$ cat src/rtl/motor_drive_ctrl_if.sv
// Command/status bundle between the star state machine and the motor drive controller.
interface motor_drive_ctrl_if;
  logic [3:0] i_cmd;
  logic       i_fault_clr;
  logic       o_grill_open;
  logic       o_grill_close;
  logic       o_star_hide;
  logic       o_star_extend;
  logic [1:0] o_busy;
  logic [1:0] o_fault;

  modport master (
    output i_cmd, i_fault_clr,
    input  o_grill_open, o_grill_close, o_star_hide, o_star_extend, o_busy, o_fault
  );

  modport slave (
    input  i_cmd, i_fault_clr,
    output o_grill_open, o_grill_close, o_star_hide, o_star_extend, o_busy, o_fault
  );
endinterface

$ cat src/rtl/motor_drive_ctrl.sv
// Dead-time interlocked drive for the grill and star motors (index 1 = grill, 0 = star).
// Optional run watchdog with FAULT state is enabled by defining MOTOR_WATCHDOG_EN.
module motor_drive_ctrl #(
  parameter int unsigned DEAD_CYCLES    = 16,
  parameter int unsigned TIMEOUT_CYCLES = 1000000
) (
  input logic               i_clk,
  input logic               i_rst_n,
  motor_drive_ctrl_if.slave bus
);

  localparam int unsigned DeadW = $clog2(DEAD_CYCLES + 1);
  localparam logic [DeadW-1:0] DeadLast = DeadW'(DEAD_CYCLES - 1);

`ifdef MOTOR_WATCHDOG_EN
  localparam int unsigned RunW = $clog2(TIMEOUT_CYCLES + 1);
  localparam logic [RunW-1:0] RunLast = RunW'(TIMEOUT_CYCLES - 1);

  typedef enum logic [2:0] {StIdle, StDead, StRunFwd, StRunRev, StFault} state_e;
`else
  typedef enum logic [2:0] {StIdle, StDead, StRunFwd, StRunRev} state_e;
`endif

  typedef enum logic [1:0] {ReqStop, ReqFwd, ReqRev} req_e;

  function automatic req_e decode(input logic [1:0] c);
    case (c)
      2'b10:   return ReqFwd;
      2'b01:   return ReqRev;
      default: return ReqStop;
    endcase
  endfunction

  logic [3:0]       cmd_q;
  state_e           state_q    [2];
  state_e           state_d    [2];
  req_e             dir_q      [2];
  req_e             dir_d      [2];
  logic [DeadW-1:0] dead_cnt_q [2];
  logic [DeadW-1:0] dead_cnt_d [2];
  logic [1:0]       fwd_d, rev_d, busy_d, fault_d;
  logic [1:0]       fwd_q, rev_q, busy_q, fault_q;

`ifdef MOTOR_WATCHDOG_EN
  logic            fault_clr_q;
  logic [RunW-1:0] run_cnt_q [2];
  logic [RunW-1:0] run_cnt_d [2];
`else
  logic unused_fault_clr;
  assign unused_fault_clr = bus.i_fault_clr;
`endif

  always_comb begin
    state_d    = state_q;
    dir_d      = dir_q;
    dead_cnt_d = dead_cnt_q;
`ifdef MOTOR_WATCHDOG_EN
    run_cnt_d  = run_cnt_q;
`endif
    for (int i = 0; i < 2; i++) begin
      unique case (state_q[i])
        StIdle: begin
          if (decode(cmd_q[2*i +: 2]) != ReqStop) begin
            state_d[i]    = StDead;
            dir_d[i]      = decode(cmd_q[2*i +: 2]);
            dead_cnt_d[i] = '0;
          end
        end
        StDead: begin
          if (dead_cnt_q[i] >= DeadLast) begin
            dead_cnt_d[i] = '0;
            if (decode(cmd_q[2*i +: 2]) == ReqStop) begin
              state_d[i] = StIdle;
            end else if (decode(cmd_q[2*i +: 2]) == dir_q[i]) begin
              state_d[i] = (dir_q[i] == ReqFwd) ? StRunFwd : StRunRev;
`ifdef MOTOR_WATCHDOG_EN
              run_cnt_d[i] = '0;
`endif
            end else begin
              // Request changed during dead time: serve the new direction after a fresh dead time
              dir_d[i] = decode(cmd_q[2*i +: 2]);
            end
          end else begin
            dead_cnt_d[i] = dead_cnt_q[i] + DeadW'(1);
          end
        end
        StRunFwd, StRunRev: begin
          if (decode(cmd_q[2*i +: 2]) != dir_q[i]) begin
            state_d[i]    = StDead;
            dir_d[i]      = decode(cmd_q[2*i +: 2]);
            dead_cnt_d[i] = '0;
`ifdef MOTOR_WATCHDOG_EN
          end else if (run_cnt_q[i] >= RunLast) begin
            state_d[i] = StFault;
          end else begin
            run_cnt_d[i] = run_cnt_q[i] + RunW'(1);
`endif
          end
        end
`ifdef MOTOR_WATCHDOG_EN
        StFault: begin
          // ReqStop as latched direction forces the dead time to end in IDLE
          if (fault_clr_q && (cmd_q[2*i +: 2] == 2'b00)) begin
            state_d[i]    = StDead;
            dir_d[i]      = ReqStop;
            dead_cnt_d[i] = '0;
          end
        end
`endif
        default: state_d[i] = StIdle;
      endcase
    end
  end

  always_comb begin
    fwd_d   = '0;
    rev_d   = '0;
    busy_d  = '0;
    fault_d = '0;
    for (int i = 0; i < 2; i++) begin
      fwd_d[i]  = (state_d[i] == StRunFwd);
      rev_d[i]  = (state_d[i] == StRunRev);
      busy_d[i] = (state_d[i] != StIdle);
`ifdef MOTOR_WATCHDOG_EN
      fault_d[i] = (state_d[i] == StFault);
`endif
    end
  end

  always_ff @(posedge i_clk or negedge i_rst_n) begin
    if (!i_rst_n) begin
      cmd_q      <= '0;
      state_q    <= '{StIdle, StIdle};
      dir_q      <= '{ReqStop, ReqStop};
      dead_cnt_q <= '{'0, '0};
      fwd_q      <= '0;
      rev_q      <= '0;
      busy_q     <= '0;
      fault_q    <= '0;
    end else begin
      cmd_q      <= bus.i_cmd;
      state_q    <= state_d;
      dir_q      <= dir_d;
      dead_cnt_q <= dead_cnt_d;
      fwd_q      <= fwd_d;
      rev_q      <= rev_d;
      busy_q     <= busy_d;
      fault_q    <= fault_d;
    end
  end

`ifdef MOTOR_WATCHDOG_EN
  always_ff @(posedge i_clk or negedge i_rst_n) begin
    if (!i_rst_n) begin
      fault_clr_q <= 1'b0;
      run_cnt_q   <= '{'0, '0};
    end else begin
      fault_clr_q <= bus.i_fault_clr;
      run_cnt_q   <= run_cnt_d;
    end
  end

  assign bus.o_fault = fault_q;
`else
  assign bus.o_fault = 2'b00;
`endif

  assign bus.o_grill_open  = fwd_q[1];
  assign bus.o_grill_close = rev_q[1];
  assign bus.o_star_hide   = fwd_q[0];
  assign bus.o_star_extend = rev_q[0];
  assign bus.o_busy        = busy_q;

endmodule

$ cat src/flat_wrapper.sv
// flat-port wrapper written by rule: the top's interface ports become plain ports
module motor_drive_ctrl_flat 
#(
  parameter int unsigned DEAD_CYCLES    = 16,
  parameter int unsigned TIMEOUT_CYCLES = 1000000
)
  (i_clk, i_rst_n, bus_i_cmd, bus_i_fault_clr, bus_o_grill_open, bus_o_grill_close, bus_o_star_hide, bus_o_star_extend, bus_o_busy, bus_o_fault);
  motor_drive_ctrl_if bus_i ();
  input logic i_clk;
  input logic i_rst_n;
  input wire logic [$bits(bus_i.i_cmd)-1:0] bus_i_cmd;
  input wire logic [$bits(bus_i.i_fault_clr)-1:0] bus_i_fault_clr;
  output wire logic [$bits(bus_i.o_grill_open)-1:0] bus_o_grill_open;
  output wire logic [$bits(bus_i.o_grill_close)-1:0] bus_o_grill_close;
  output wire logic [$bits(bus_i.o_star_hide)-1:0] bus_o_star_hide;
  output wire logic [$bits(bus_i.o_star_extend)-1:0] bus_o_star_extend;
  output wire logic [$bits(bus_i.o_busy)-1:0] bus_o_busy;
  output wire logic [$bits(bus_i.o_fault)-1:0] bus_o_fault;
  assign bus_i.i_cmd = bus_i_cmd;
  assign bus_i.i_fault_clr = bus_i_fault_clr;
  assign bus_o_grill_open = bus_i.o_grill_open;
  assign bus_o_grill_close = bus_i.o_grill_close;
  assign bus_o_star_hide = bus_i.o_star_hide;
  assign bus_o_star_extend = bus_i.o_star_extend;
  assign bus_o_busy = bus_i.o_busy;
  assign bus_o_fault = bus_i.o_fault;
  motor_drive_ctrl #(.DEAD_CYCLES(DEAD_CYCLES), .TIMEOUT_CYCLES(TIMEOUT_CYCLES)) u_core (.i_clk(i_clk), .i_rst_n(i_rst_n), .bus(bus_i));
endmodule
$ cat config.mk
export PLATFORM = sky130hd
export DESIGN_NAME = motor_drive_ctrl_flat
export DESIGN_NICKNAME = d
export VERILOG_FILES = /design/src/rtl/motor_drive_ctrl_if.sv /design/src/rtl/motor_drive_ctrl.sv /design/src/flat_wrapper.sv
export SDC_FILE = /design/constraint.sdc
export NUM_CORES = 1
export LEC_CHECK = 0
export ABC_AREA = 1
export CORE_MARGIN = 3
export CORE_UTILIZATION = 30
export DETAILED_ROUTE_END_ITERATION = 12
export GPL_TIMING_DRIVEN = 0
export PLACE_DENSITY = 0.56
export SYNTH_ARGS = -nofsm -noshare
export SYNTH_HDL_FRONTEND = slang
export SYNTH_SLANG_ARGS = --single-unit
$ cat constraint.sdc
create_clock -name i_clk -period 3.85 [get_ports i_clk]
set_clock_uncertainty 0.1 [all_clocks]
set_input_delay 0.77 -clock i_clk [delete_from_list [all_inputs] [get_ports i_clk]]
set_output_delay 0.77 -clock i_clk [all_outputs]
set_load 0.01 [all_outputs]
==> run_results.csv <==
group,metric,value,unit
place,portBuffers,11,
critical_path,r2r-end,"u_core.dir_q[2]$_DFFE_PN0P_",
clock_network,cts_tree,"yes",
global_routing,grt_pass1_wl,5.19,mm
clock_network,htree_levels,2,
global_routing,top_usage_layer,"met2",
final_layout,drive_gt1_share,14.1,%
place,gp_congestion,0.804,
global_routing,met2_usage,15.7,%
min_path,min_path_type,"flip-flop to flip-flop",
power_and_ir_drop,combPwrFrac,18.3,%
synthesis,ys_seq_area_share,47.4,%
timing,tightestPinTransition,0.677,ns
power_and_ir_drop,p_leak,0.981,nW
critical_path,critPathTopFamily,"buffers and inverters",
timing,fin_ws,1.82,ns
power_and_ir_drop,p_sw_share,30.9,%
die,start_util,32.2,%
power_and_ir_drop,ir_drop,0.171,mV
critical_path,r2r_slack,2.03,ns
timing,setup_violations,0,
global_routing,grt_usage,10.8,%
route,drt_iter0_drc,49,
clock_network,clockBufferDepth,2,
critical_path,cp-start-kind,"flip-flop",
synthesis,synthXorXnorAreaFrac,0,%
die,die-area,6180,sq um
global_routing,globalRouteMet1Util,14.0,%
critical_path,endpoint,"bus_o_busy[0]",
synthesis,synth_top_family_by_area,"simple AND/OR/NAND/NOR gates",
critical_path,required,2.98,ns
status,run_status,"finished clean",
global_routing,grt_max_degree,31,
clock_network,cts_resized,0,
synthesis,syn-cell-area,1580,sq um
die,rows,25,
job,maxCapViolations,0,
die,die-height,78.6,um
timing,finalCritPeriodShare,52.6,%
global_routing,overflow,0,
critical_path,rr_worst_depth,10,
power_and_ir_drop,p_seq_share,47.8,%
clock_network,cts_made_buffers,5,
power_and_ir_drop,powerDensity,421,nW/um^2
route,drcViolationCount,0,
synthesis,yosys.area_share.simple,32.0,%
route,drtAntennaViolNets,0,
critical_path,crit_path_top_delay_cell,"clkdlybuf4s50_1",
route,num_vias,1199,
critical_path,critPathMaxStageDelay,0.53,ns
clock_network,cts.sinks,30,
timing,final.setup.tns,0,ns
synthesis,avgSynthCellArea,7.99,sq um
synthesis,synth-edff-count,0,
critical_path,cp.depth,1,
synthesis,ys_ff_latch,30,
route,via_per_inst,4.18,
global_routing,grt_pass1_vias,1217,
synthesis,synth.area.mux_share,0,%
global_routing,grt_use_met3,4.13,%
synthesis,synth-main-ff-cell,"dfrtp_1",
critical_path,path_max_fanout,1,
timing,hold_viol,0,
synthesis,ys_types,22,
critical_path,crit_buf_inv,1,
timing,slew_viol_final,0,
synthesis,synthCells,198,
power_and_ir_drop,power_frac_clock,34.0,%
synthesis,yosys.area_share.adder,6.32,%
timing,max-slew-margin-rel,54.9,%
timing,fmax,494,MHz
die,die_x,78.6,um
timing,grt_setup_unrepaired,"false",
place,place_ws,2.06,ns
power_and_ir_drop,internal_power,0.547,mW
clock_network,clkTransAtPathRegs,0.07,ns
route,wl_per_cell,9.55,um
synthesis,yosysWarnings,0,
clock_network,cts_root_buf,"clkbuf_8",
global_routing,antenna_found_initial,0,
final_layout,fin_nets,234,
power_and_ir_drop,p_switching,0.244,mW
die,core_area,4910,sq um
critical_path,crit_chain,"clkdlybuf4s50_1",
final_layout,synthToLayoutAreaGrowth,18.7,%
critical_path,rr_startpoint,"u_core.dead_cnt_q[5]$_DFFE_PN0P_",
critical_path,cp-end-kind,"output port",
synthesis,synth_compound_area_share,4.98,%
synthesis,synthArstFlopShare,100,%
route,drtPass1Iterations,4,
clock_network,post_cts_buffers,0,
critical_path,crit_arrival,1.16,ns
critical_path,crit_type,"flip-flop to output port",
place,hpwl,2.04,mm
critical_path,crit_start,"u_core.bus.o_busy[0]$_DFF_PN0_",
final_layout,insertedDiodeCount,0,
timing,min_period,2.03,ns
final_layout,fillCellCount,520,
route,wirelength,2.74,mm
die,io_pins,15,
clock_network,postCtsHoldBufs,0,
clock_network,clk_latency,0.29,ns
-- worst min-delay path by stage --
stage	from	end	slack (ns)	cells after the start
final	u_core.dir_q[1]$_DFFE_PN0P_	u_core.dir_q[1]$_DFFE_PN0P_	0.41	2
after floorplan	u_core.dir_q[1]$_DFFE_PN0P_	u_core.dir_q[1]$_DFFE_PN0P_	0.36	2
after CTS	u_core.dir_q[1]$_DFFE_PN0P_	u_core.dir_q[1]$_DFFE_PN0P_	0.41	2
after global placement	u_core.dir_q[1]$_DFFE_PN0P_	u_core.dir_q[1]$_DFFE_PN0P_	0.39	2
after detailed placement	u_core.dir_q[1]$_DFFE_PN0P_	u_core.dir_q[1]$_DFFE_PN0P_	0.39	2
after global routing	u_core.dir_q[1]$_DFFE_PN0P_	u_core.dir_q[1]$_DFFE_PN0P_	0.44	2
-- cell usage in the layout, fill, tap and decap left out, types with 4 or more instances in the layout --
cell type / instances
ha_1: 8
a21oi_1: 6
inv_1: 29
dfrtp_1: 30
conb_1: 4
nand4_1: 4
nand2_1: 58
inv_2: 5
nor2_1: 22
nand3_2: 6
clkbuf_8: 6
clkdlybuf4s50_1: 10
nand3_1: 10
-- flip-flops by register name (all words and copies together), names as in the netlist --
| name | flops |
|---|---|
| u_core.dead_cnt_q | 10 |
| u_core.state_q | 6 |
| u_core.cmd_q | 4 |
| u_core.dir_q | 4 |
| u_core.bus.o_busy | 2 |
| u_core.fwd_q | 2 |
| u_core.rev_q | 2 |
-- synth_stat cells (3+ instances only) --
cell,count,area (sq um)
nand2_1,58,218
dfrtp_1,30,751
inv_1,29,109
nor2_1,22,82.6
nand3_1,10,50.1
ha_1,8,100
a21oi_1,6,30.0
nand3_2,6,60.1
inv_2,5,18.8
nand4_1,4,25.0
nand2_2,3,18.8
o21ai_0,3,15.0
-- logic make-up after synthesis --
group	after synthesis
DFF	30
buffers and inverters	36
other	1
AOI/OAI and AO/OA	14
adders and majority gates	8
and+or+nand+nor	109
-- power by group through the flow --
stage | Sequential [mW] | Clock [mW] | Combinational (mW)
after CTS | 0.378 | 0.280 | 0.147
after floorplan | 0.380 | 0 | 0.105
after detailed placement | 0.383 | 0 | 0.146
after global placement | 0.384 | 0 | 0.143
after global routing | 0.385 | 0.292 | 0.170
final | 0.378 | 0.269 | 0.144
-- cell type report --
type	instances	area, sq um	area share, %
well taps	67	83.8	4.46
inverters	34	128	6.80
clock buffers	6	82.6	4.40
flip-flops and latches	30	751	40.0
repair buffers	11	105	5.60
clock inverters	2	12.5	0.666
plain buffers	2	15.0	0.799
multi-input cells	135	701	37.3
-- per-stage QoR --
stage          hold WS, ns  area [sq um]  util [%]  power (mW)  instances
3_5_place_dp         0.389          1780      36.3       0.530        279
3_3_place_gp         0.388          1790      36.4       0.527        279
4_1_cts              0.407          1880      38.2       0.804        287
5_1_grt              0.442          1880      38.2       0.847        287
2_1_floorplan        0.363          1590         -       0.485        201
6_report             0.411          1880      38.2       0.791        287
-- metal layers --
layer	up-vias	routed length, um
li1	648	-
met1	530	1450
met2	16	1130
met3	5	111
met4	0	48
met5	-	0
Power figures use the tool's default switching activity.
